$ cat src/rtl/mux_select_arbiter_pkg.sv
// Shared definitions for the two-requester byte arbiter: datapath width
// and the grant FSM state encoding.
package mux_select_arbiter_pkg;

   localparam int DATA_W = 8;

   typedef enum logic [1:0] {
      IDLE = 2'd0,
      GNT0 = 2'd1,
      GNT1 = 2'd2
   } state_t;

endpackage : mux_select_arbiter_pkg

$ cat src/rtl/mux_select_arbiter_if.sv
// Bundle of the two requester handshakes plus the valid/ready output stage.
// The slave modport is the arbiter side; the master modport drives requests
// and consumes the output byte.
interface mux_select_arbiter_if;
   import mux_select_arbiter_pkg::*;

   logic              req0;
   logic [DATA_W-1:0] data0;
   logic              ack0;
   logic              req1;
   logic [DATA_W-1:0] data1;
   logic              ack1;
   logic              mux_sel;
   logic              out_valid;
   logic [DATA_W-1:0] out_data;
   logic              out_ready;

   modport slave (
      input  req0, data0, req1, data1, out_ready,
      output ack0, ack1, mux_sel, out_valid, out_data
   );

   modport master (
      output req0, data0, req1, data1, out_ready,
      input  ack0, ack1, mux_sel, out_valid, out_data
   );

endinterface : mux_select_arbiter_if

$ cat src/rtl/mux_select_arbiter_mux.sv
// Shared 8-bit 2:1 datapath mux: sel=0 passes in0, sel=1 passes in1.
module mux_select_arbiter_mux
   import mux_select_arbiter_pkg::*;
(
   input  logic              sel,
   input  logic [DATA_W-1:0] in0,
   input  logic [DATA_W-1:0] in1,
   output logic [DATA_W-1:0] dout
);

   assign dout = sel ? in1 : in0;

endmodule : mux_select_arbiter_mux

$ cat src/rtl/mux_select_arbiter.sv
// Round-robin arbiter granting the shared byte mux to one of two requesters
// at a time. Each grant is bounded to MAX_BURST beats; accepted bytes land
// in a single-entry valid/ready output register.
module mux_select_arbiter
   import mux_select_arbiter_pkg::*;
#(
   parameter int MAX_BURST = 4,
   parameter int CNT_W     = 2
) (
   input logic                 clk,
   input logic                 rst_n,
   mux_select_arbiter_if.slave bus
);

   localparam logic [CNT_W-1:0] CNT_LAST = CNT_W'(MAX_BURST - 1);

   state_t            state, state_nx;
   logic              last, last_nx;       // requester served by the most recent grant
   logic [CNT_W-1:0]  cnt, cnt_nx;         // beats taken in the current grant
   logic              mux_sel, mux_sel_nx;
   logic              out_valid;
   logic [DATA_W-1:0] out_data;
   logic [DATA_W-1:0] mux_out;
   logic              accept;
   logic              ack0, ack1;

   // Datapath select follows the registered grant.
   mux_select_arbiter_mux u_mux (
      .sel  (mux_sel),
      .in0  (bus.data0),
      .in1  (bus.data1),
      .dout (mux_out)
   );

   // The output register can take a byte when empty or being drained now.
   assign accept = !out_valid || bus.out_ready;

   // Grant FSM next-state, handshake acks and burst bookkeeping.
   always_comb begin
      // NOTE: every variable gets a default before the case so no path
      // leaves one unassigned, which would otherwise infer a latch.
      state_nx   = state;
      last_nx    = last;
      cnt_nx     = cnt;
      mux_sel_nx = mux_sel;
      ack0       = 1'b0;
      ack1       = 1'b0;

      unique case (state)
         IDLE: begin
            if (bus.req0 && !bus.req1)      state_nx = GNT0;
            else if (bus.req1 && !bus.req0) state_nx = GNT1;
            else if (bus.req0 && bus.req1)  state_nx = last ? GNT0 : GNT1;
         end
         GNT0: begin
            ack0 = bus.req0 && accept;
            if (ack0) cnt_nx = cnt + 1'b1;
            if ((ack0 && cnt == CNT_LAST) || !bus.req0) begin
               last_nx  = 1'b0;
               cnt_nx   = '0;
               state_nx = bus.req1 ? GNT1 : (bus.req0 ? GNT0 : IDLE);
            end
         end
         GNT1: begin
            ack1 = bus.req1 && accept;
            if (ack1) cnt_nx = cnt + 1'b1;
            if ((ack1 && cnt == CNT_LAST) || !bus.req1) begin
               last_nx  = 1'b1;
               cnt_nx   = '0;
               state_nx = bus.req0 ? GNT0 : (bus.req1 ? GNT1 : IDLE);
            end
         end
         default: state_nx = IDLE;
      endcase

      // Select tracks the grant; IDLE keeps whatever was last selected.
      if (state_nx == GNT0)      mux_sel_nx = 1'b0;
      else if (state_nx == GNT1) mux_sel_nx = 1'b1;
   end

   // Grant state, round-robin pointer, burst counter and select register.
   always_ff @(posedge clk or negedge rst_n) begin
      if (!rst_n) begin
         state   <= IDLE;
         last    <= 1'b1;
         cnt     <= '0;
         mux_sel <= 1'b0;
      end else begin
         // NOTE: sequential state uses non-blocking assignments so all
         // registers update from the same pre-edge values.
         state   <= state_nx;
         last    <= last_nx;
         cnt     <= cnt_nx;
         mux_sel <= mux_sel_nx;
      end
   end

   // Single-entry output stage: push on ack, pop on ready, both at once keeps it full.
   always_ff @(posedge clk or negedge rst_n) begin
      if (!rst_n) begin
         out_valid <= 1'b0;
         // NOTE: the data register is reset too, so a consumer never sees
         // an undefined byte after reset even though valid gates it.
         out_data  <= '0;
      end else if (ack0 || ack1) begin
         out_valid <= 1'b1;
         out_data  <= mux_out;
      end else if (bus.out_ready) begin
         out_valid <= 1'b0;
      end
   end

   assign bus.ack0      = ack0;
   assign bus.ack1      = ack1;
   assign bus.mux_sel   = mux_sel;
   assign bus.out_valid = out_valid;
   assign bus.out_data  = out_data;

endmodule : mux_select_arbiter

$ cat src/flat_wrapper.sv
// flat-port wrapper written by rule: the top's interface ports become plain ports
module mux_select_arbiter_flat import mux_select_arbiter_pkg::*;
#(
   parameter int MAX_BURST = 4,
   parameter int CNT_W     = 2
)
  (clk, rst_n, bus_req0, bus_data0, bus_req1, bus_data1, bus_out_ready, bus_ack0, bus_ack1, bus_mux_sel, bus_out_valid, bus_out_data);
  mux_select_arbiter_if bus_i ();
  input logic clk;
  input logic rst_n;
  input wire logic [$bits(bus_i.req0)-1:0] bus_req0;
  input wire logic [$bits(bus_i.data0)-1:0] bus_data0;
  input wire logic [$bits(bus_i.req1)-1:0] bus_req1;
  input wire logic [$bits(bus_i.data1)-1:0] bus_data1;
  input wire logic [$bits(bus_i.out_ready)-1:0] bus_out_ready;
  output wire logic [$bits(bus_i.ack0)-1:0] bus_ack0;
  output wire logic [$bits(bus_i.ack1)-1:0] bus_ack1;
  output wire logic [$bits(bus_i.mux_sel)-1:0] bus_mux_sel;
  output wire logic [$bits(bus_i.out_valid)-1:0] bus_out_valid;
  output wire logic [$bits(bus_i.out_data)-1:0] bus_out_data;
  assign bus_i.req0 = bus_req0;
  assign bus_i.data0 = bus_data0;
  assign bus_i.req1 = bus_req1;
  assign bus_i.data1 = bus_data1;
  assign bus_i.out_ready = bus_out_ready;
  assign bus_ack0 = bus_i.ack0;
  assign bus_ack1 = bus_i.ack1;
  assign bus_mux_sel = bus_i.mux_sel;
  assign bus_out_valid = bus_i.out_valid;
  assign bus_out_data = bus_i.out_data;
  mux_select_arbiter #(.MAX_BURST(MAX_BURST), .CNT_W(CNT_W)) u_core (.clk(clk), .rst_n(rst_n), .bus(bus_i));
endmodule
$ cat config.mk
export PLATFORM = sky130hd
export DESIGN_NAME = mux_select_arbiter_flat
export DESIGN_NICKNAME = d
export VERILOG_FILES = /design/src/rtl/mux_select_arbiter_pkg.sv /design/src/rtl/mux_select_arbiter_if.sv /design/src/rtl/mux_select_arbiter_mux.sv /design/src/rtl/mux_select_arbiter.sv /design/src/flat_wrapper.sv
export SDC_FILE = /design/constraint.sdc
export NUM_CORES = 1
export LEC_CHECK = 0
export CORE_MARGIN = 2
export CORE_UTILIZATION = 48
export DETAILED_ROUTE_END_ITERATION = 16
export PLACE_DENSITY = 0.95
export SYNTH_ARGS = -nofsm -noshare
export SYNTH_HDL_FRONTEND = slang
export SYNTH_SLANG_ARGS = --single-unit
$ cat constraint.sdc
create_clock -name clk -period 5.4 [get_ports clk]
set_input_delay 0.54 -clock clk [delete_from_list [all_inputs] [get_ports clk]]
set_output_delay 0.54 -clock clk [all_outputs]
set_load 0.005 [all_outputs]
==> Word-level counts from Yosys, hierarchy flattened <==
Cells that the tools add are included.
{ "totals": {"regBits": 15, "latch_bits": 0, "mem_bits_rw": 0, "rom_bits": 0, "input_bits": 21, "n_memories": 0} }
{ "op_classes": {"add_sub_neg": 1, "mul": 0, "n_div": 0, "order_cmp": 0, "eq_ne": 9, "n_shift": 0, "mux": 26, "bitwise_logic": 0, "n_reduce_logical": 20} }
{ "ops": {"columns": ["cell", "n"], "rows": [
  ["2-bit two-way mux", 13],
  ["1-bit two-way mux", 9],
  ["8-bit two-way mux", 1],
  ["1-bit logical AND", 7],
  ["2-bit == test (second input constant)", 3],
  ["3-bit by 1-bit inequality test with 1-bit output (second input constant)", 2],
  ["2-bit one-hot mux with 3 select lines", 1],
  ["3-bit AND reduction", 2],
  ["2-bit nonzero test", 3],
  ["2-bit by 1-bit == test with 1-bit output (second input constant)", 2],
  ["1-bit logical OR", 4],
  ["2-bit by 1-bit inequality test with 1-bit output (second input constant)", 2],
  ["2-bit one-hot mux with 2 select lines", 1],
  ["1-bit logical NOT", 3],
  ["2-bit by 1-bit adder with 2-bit output (second input constant)", 1],
  ["2-bit logical NOT", 1],
  ["1-bit one-hot mux with 2 select lines", 1]
]} }

==> Depth between registers and ports, before layout <==
{ "logic_depth": {"depth_word": 10, "mapped_depth": 9, "mapped_depth_nobuf": 9} }

==> Hierarchy <==
A second synthesis with hierarchy kept.
{ "hier_totals": {"hier_cells": 83, "area_unflattened_um2": 955.9} }
{ "modules_own_cells": {"columns": ["mod", "n_inst", "cells_each", "area_each_um2", "seq_area_each_um2"], "rows": [
  ["mux_select_arbiter", 1, 74, 824.5, 376.6],
  ["mux_select_arbiter_mux", 1, 9, 131.4, 0.0]
]} }

==> Least setup slack after synthesis <==
OpenSTA, ideal clock, no wires.
{ "synth_timing": {"kind": "input to register", "start": "input port bus_out_ready", "end": "register u_core.mux_sel, in the netlist u_core.bus.mux_sel", "setup_ns": 0.126, "arrival_time_ns": 1.770, "t_required_ns": 5.274, "path_slack_ns": 3.504, "cell_stages": 7, "n_path_buf": 0, "cell_sequence": "nand2b_4 > a21boi_1 > mux2_4 > a31o_1 > ha_1 > nand2_1 > o21ai_0"} }
{ "synth_via": {"elab_chain_len": 8, "word_cells_on_any_way": 14} }
{ "synth_lines": {"columns": ["item", "line_no", "text"], "rows": [
  ["start: declaration", "flat_wrapper.sv:15", "input wire logic [$bits(bus_i.out_ready)-1:0] bus_out_ready;"],
  ["1-bit logical OR *", "mux_select_arbiter.sv:36", "assign accept = !out_valid || bus.out_ready;"],
  ["1-bit logical AND, on equally long branches", "mux_select_arbiter.sv:65, mux_select_arbiter.sv:56", null],
  ["1-bit logical AND, on equally long branches", "mux_select_arbiter.sv:67, mux_select_arbiter.sv:58", null],
  ["1-bit logical OR, on equally long branches", "mux_select_arbiter.sv:67, mux_select_arbiter.sv:58", null],
  ["2-bit two-way mux, on equally long branches", "mux_select_arbiter.sv:67, mux_select_arbiter.sv:58", null],
  ["2-bit one-hot mux with 3 select lines *", "mux_select_arbiter.sv:49", "unique case (state)"],
  ["2-bit by 1-bit == test with 1-bit output / 2-bit == test (equally long branches)", "mux_select_arbiter.sv:77, mux_select_arbiter.sv:78", null],
  ["1-bit two-way mux / 2-bit nonzero test (equally long branches)", null, null],
  ["end signal: assignment", "mux_select_arbiter.sv:94", "mux_sel <= mux_sel_nx;"],
  ["end: declaration", "mux_select_arbiter.sv:20", "logic mux_sel, mux_sel_nx;"]
]} }
Every way passes the cells marked *; elsewhere a longest branch is shown, timed or not.
A chain may end at the register's enable or synchronous reset.

==> Worst setup path in the final report <==
{ "layout_timing": {"start": "input port bus_req0", "end": "output port bus_ack0"} }
{ "layout_via": {"elab_chain_len": 2} }
{ "layout_lines": {"columns": ["item", "line_no", "text"], "rows": [
  ["start: declaration", "flat_wrapper.sv:11", "input wire logic [$bits(bus_i.req0)-1:0] bus_req0;"],
  ["1-bit logical AND", "mux_select_arbiter.sv:56", "ack0 = bus.req0 && accept;"],
  ["1-bit two-way mux", "mux_select_arbiter.sv:49", null],
  ["end: declaration", "flat_wrapper.sv:16", "output wire logic [$bits(bus_i.ack0)-1:0] bus_ack0;"]
]} }
No other way between the ends.

==> metrics list <==
* Peak ir drop on the vdd network: 0.303 mV
* Start point of the worst min-delay path: u_core.cnt[0]
- Pwr Total: 0.651 mW
- Synthesis produced a netlist with a net count of 125.
- Derived from the worst setup path, the maximum achievable clock frequency is 389 MHz.
- Compared with the post-synthesis result, the final layout area differs by 34.5%.
- Counting instances, the worst hold path has a depth of 1.
- Register area share after synthesis: 38.0%
* Setup slack of the worst register-to-register path: 3.20 ns
* Final std cells w/o fill: 157
* Die extent in y: 49.4 µm
- Timing analysis after detailed placement gives a worst setup slack of 2.76 ns.
- Syn Inst Count: 98
* Worst-case reg-to-reg path depth: 9
- Of all nets on the critical path, the largest fanout is 10.
- At the worst endpoint, the arrival time is 2.03 ns.
- Final design area excluding fillers: 0.00133 mm²
* Last weighted congestion value of the routability-driven placer: 0.896
- # IOs: 33
* Post-synthesis sequential element count: 15
- Leading cell type in the layout, fill and taps excluded: clkdlybuf4s50_1
* Per-cell via count in the routed design: 5.32
- Number of levels the H-tree was split into: 1
* Cell count after placement: 153
* Final standard cell utilization of the core: 67.9%
* Worst path setup slack after routing: 2.83 ns
* Clock insertion delay at the later pin of the skew report: 0.28 ns
- Post CTS Setup Buffer Count: 0
- Summing all placed instances gives a cell area of 0.00131 mm².
* Setup CP Type: in -> out
- Mapped Area: 991 µm²
- Measured along the x axis, the die boundary spans 49.4 µm.
- Total negative slack for setup checks: 0 ns
- For this design the static power due to leakage is 0.554 nW.
* Clock transition time at the flip-flop clock pins of the worst setup and hold paths: 0.09 ns
- Final nets: 158
- The run finished with clean final reports.
* YS warnings: 0
- Leading cell types in the layout, fill and taps excluded: clkdlybuf4s50_1 (32), dfrtp_1 (14), nor2_1 (11), nand2_1 (11)
- Across every metal layer, demand over resource in global routing totals 20.2%.
- The root buffer cell chosen for the clock tree is clkbuf_4.
- Clock buffer count from CTS: 3
* Total grt overflow: 0
* Worst reg2reg endpoint: u_core.bus.mux_sel
- Final period utilization: 47.6%
- At the pin with the least slew margin, the transition time is 0.669 ns.
* Antenna Nets Post-Route: 0
* Via total after detailed routing: 835
- Die outline area: 0.00244 mm²
- Input and output buffers added on the ports amount to 32.
* Slew headroom: 55.3%
- Total Wirelength: 2190 µm
- The number of endpoints with negative hold slack in the final report is 0.
- In the final layout, the share of cells above drive strength 1 is 16.9%.
* Unrepaired setup endpoints after global routing: no
* Setup crit end kind: primary output
- In this run, distinct cell masters in the synthesized netlist total 36.
- Once the floorplan was initialized, standard cells occupied 50.5% of the core.
- Clock tree from TritonCTS: built
* Detailed Route Iter0 Violations: 18
- Final Slew Violations: 0
* Clock tree sinks: 15
- Clock period minus final worst setup slack: 2.57 ns
- The first detailed-routing pass took 4 iterations.
- Initial antenna violation count: 0
- After clock tree synthesis, the flow added hold-fix buffers numbering 0.
* Half-perimeter wire length after detailed placement: 1720 µm
- Worst slack on hold paths: 0.495 ns
* Worst setup SP type: input port
* Area of the placeable core: 0.00196 mm²
- Data on the critical path is required at its endpoint by 4.86 ns.
* Pin count of the biggest net entering global routing: 17
- The first global-routing pass estimated 3770 µm of wire.
- The path with the worst hold slack has its endpoint at u_core.cnt[0].
* # rows: 16
- After detailed routing, the average wire length per cell comes to 13.9 µm.
- In this run the power density over the cells is 489 mW/mm².
* Path class of the lowest-slack min-delay path: reg -> reg
* Setup clock skew after layout: 0.00270 ns
- Averaged over all synthesized cells, the footprint is 10.1 µm².
- After clock tree synthesis, the repair step resized 0 gates.
- The tool flagged a number of max-cap violations equal to 0.
- 0 antenna diodes ended up in the layout.
- For this run, design rule violations remaining after detail routing come to 0.
- Number of global-route vias before repair: 884
- No sink is reached through more buffers than the 2 on the longest clock path.
- The startpoint identified for the worst register-to-register timing path is u_core.state[1].
- Setup violations remaining at the end of the flow were counted as 0.
## cells in the mapped netlist, drive strengths merged
master	instances	area share, %
buf	4	3.9
a31oi	2	1.3
mux2	1	1.5
inv	2	0.76
nand2	12	4.8
a21oi	8	7.1
nand4	1	0.63
ha	6	7.6
nor4b	2	2.4
dfrtp	14	35
nand3	1	0.50
mux2i	8	8.1
o21ai	6	3.4
and2	1	0.63
nor2	14	6.6
a31o	1	0.88
a22oi	2	2.0
a21boi	2	1.5
dfstp	1	2.7
nand2b	4	3.3
and2b	2	1.8
a221oi	1	0.88
a41oi	1	0.88
a2bb2oi	1	0.88
a21o	1	0.76
## worst max path at each step
stage             startpoint            endpoint  slack (ns)  depth (start not counted)
2_1_floorplan  bus_out_ready  u_core.bus.mux_sel        3.50                          7
3_3_place_gp        bus_req0  u_core.bus.mux_sel        2.86                          7
3_5_place_dp        bus_req0  u_core.bus.mux_sel        2.76                          7
4_1_cts             bus_req0            bus_ack0        2.84                          4
5_1_grt             bus_req0            bus_ack0        2.75                          4
6_report            bus_req0            bus_ack0        2.83                          4
## area by class of cell
type / count / area [µm²]
clock buffer: 4 / 26.3
tap: 27 / 33.8
inverter: 2 / 7.51
fill: 170 / 629
multi-input combinational: 77 / 568
timing repair buffer: 32 / 320
sequential: 15 / 377
## cells by family after synthesis
logic type	synth area share [%]
simple gates	20.6
compound gates	19.6
flops	38.0
mux	9.60
buf+inv	4.67
fa+ha+maj	7.58
## worst max-delay path, cell delays in order
cell,delay [ns]
clkdlybuf4s50_1,0.70
nand2_2,0.15
nor2_1,0.13
clkdlybuf4s50_1,0.51
## sequential cells by signal, summed over array words and instances, names as in the netlist
register              cells
u_core.bus.mux_sel        1
u_core.bus.out_data       8
u_core.bus.out_valid      1
u_core.cnt                2
u_core.last               1
u_core.state              2
## where the power goes
group / internal [mW] / total [mW] / switching [mW]
clock: 0.0286 / 0.0643 / 0.0357
combinational: 0.196 / 0.364 / 0.168
sequential: 0.168 / 0.223 / 0.0543
total: 0.393 / 0.651 / 0.258
## routing by layer
layer	share of wire [%]	vias up	global-route usage, %
met4	0.78	0	7.41
li1	-	408	-
met3	7.1	2	3.99
met1	44	387	23.4
met5	0	-	0
met2	48	38	36.5
(Power assumes the default switching activity.)
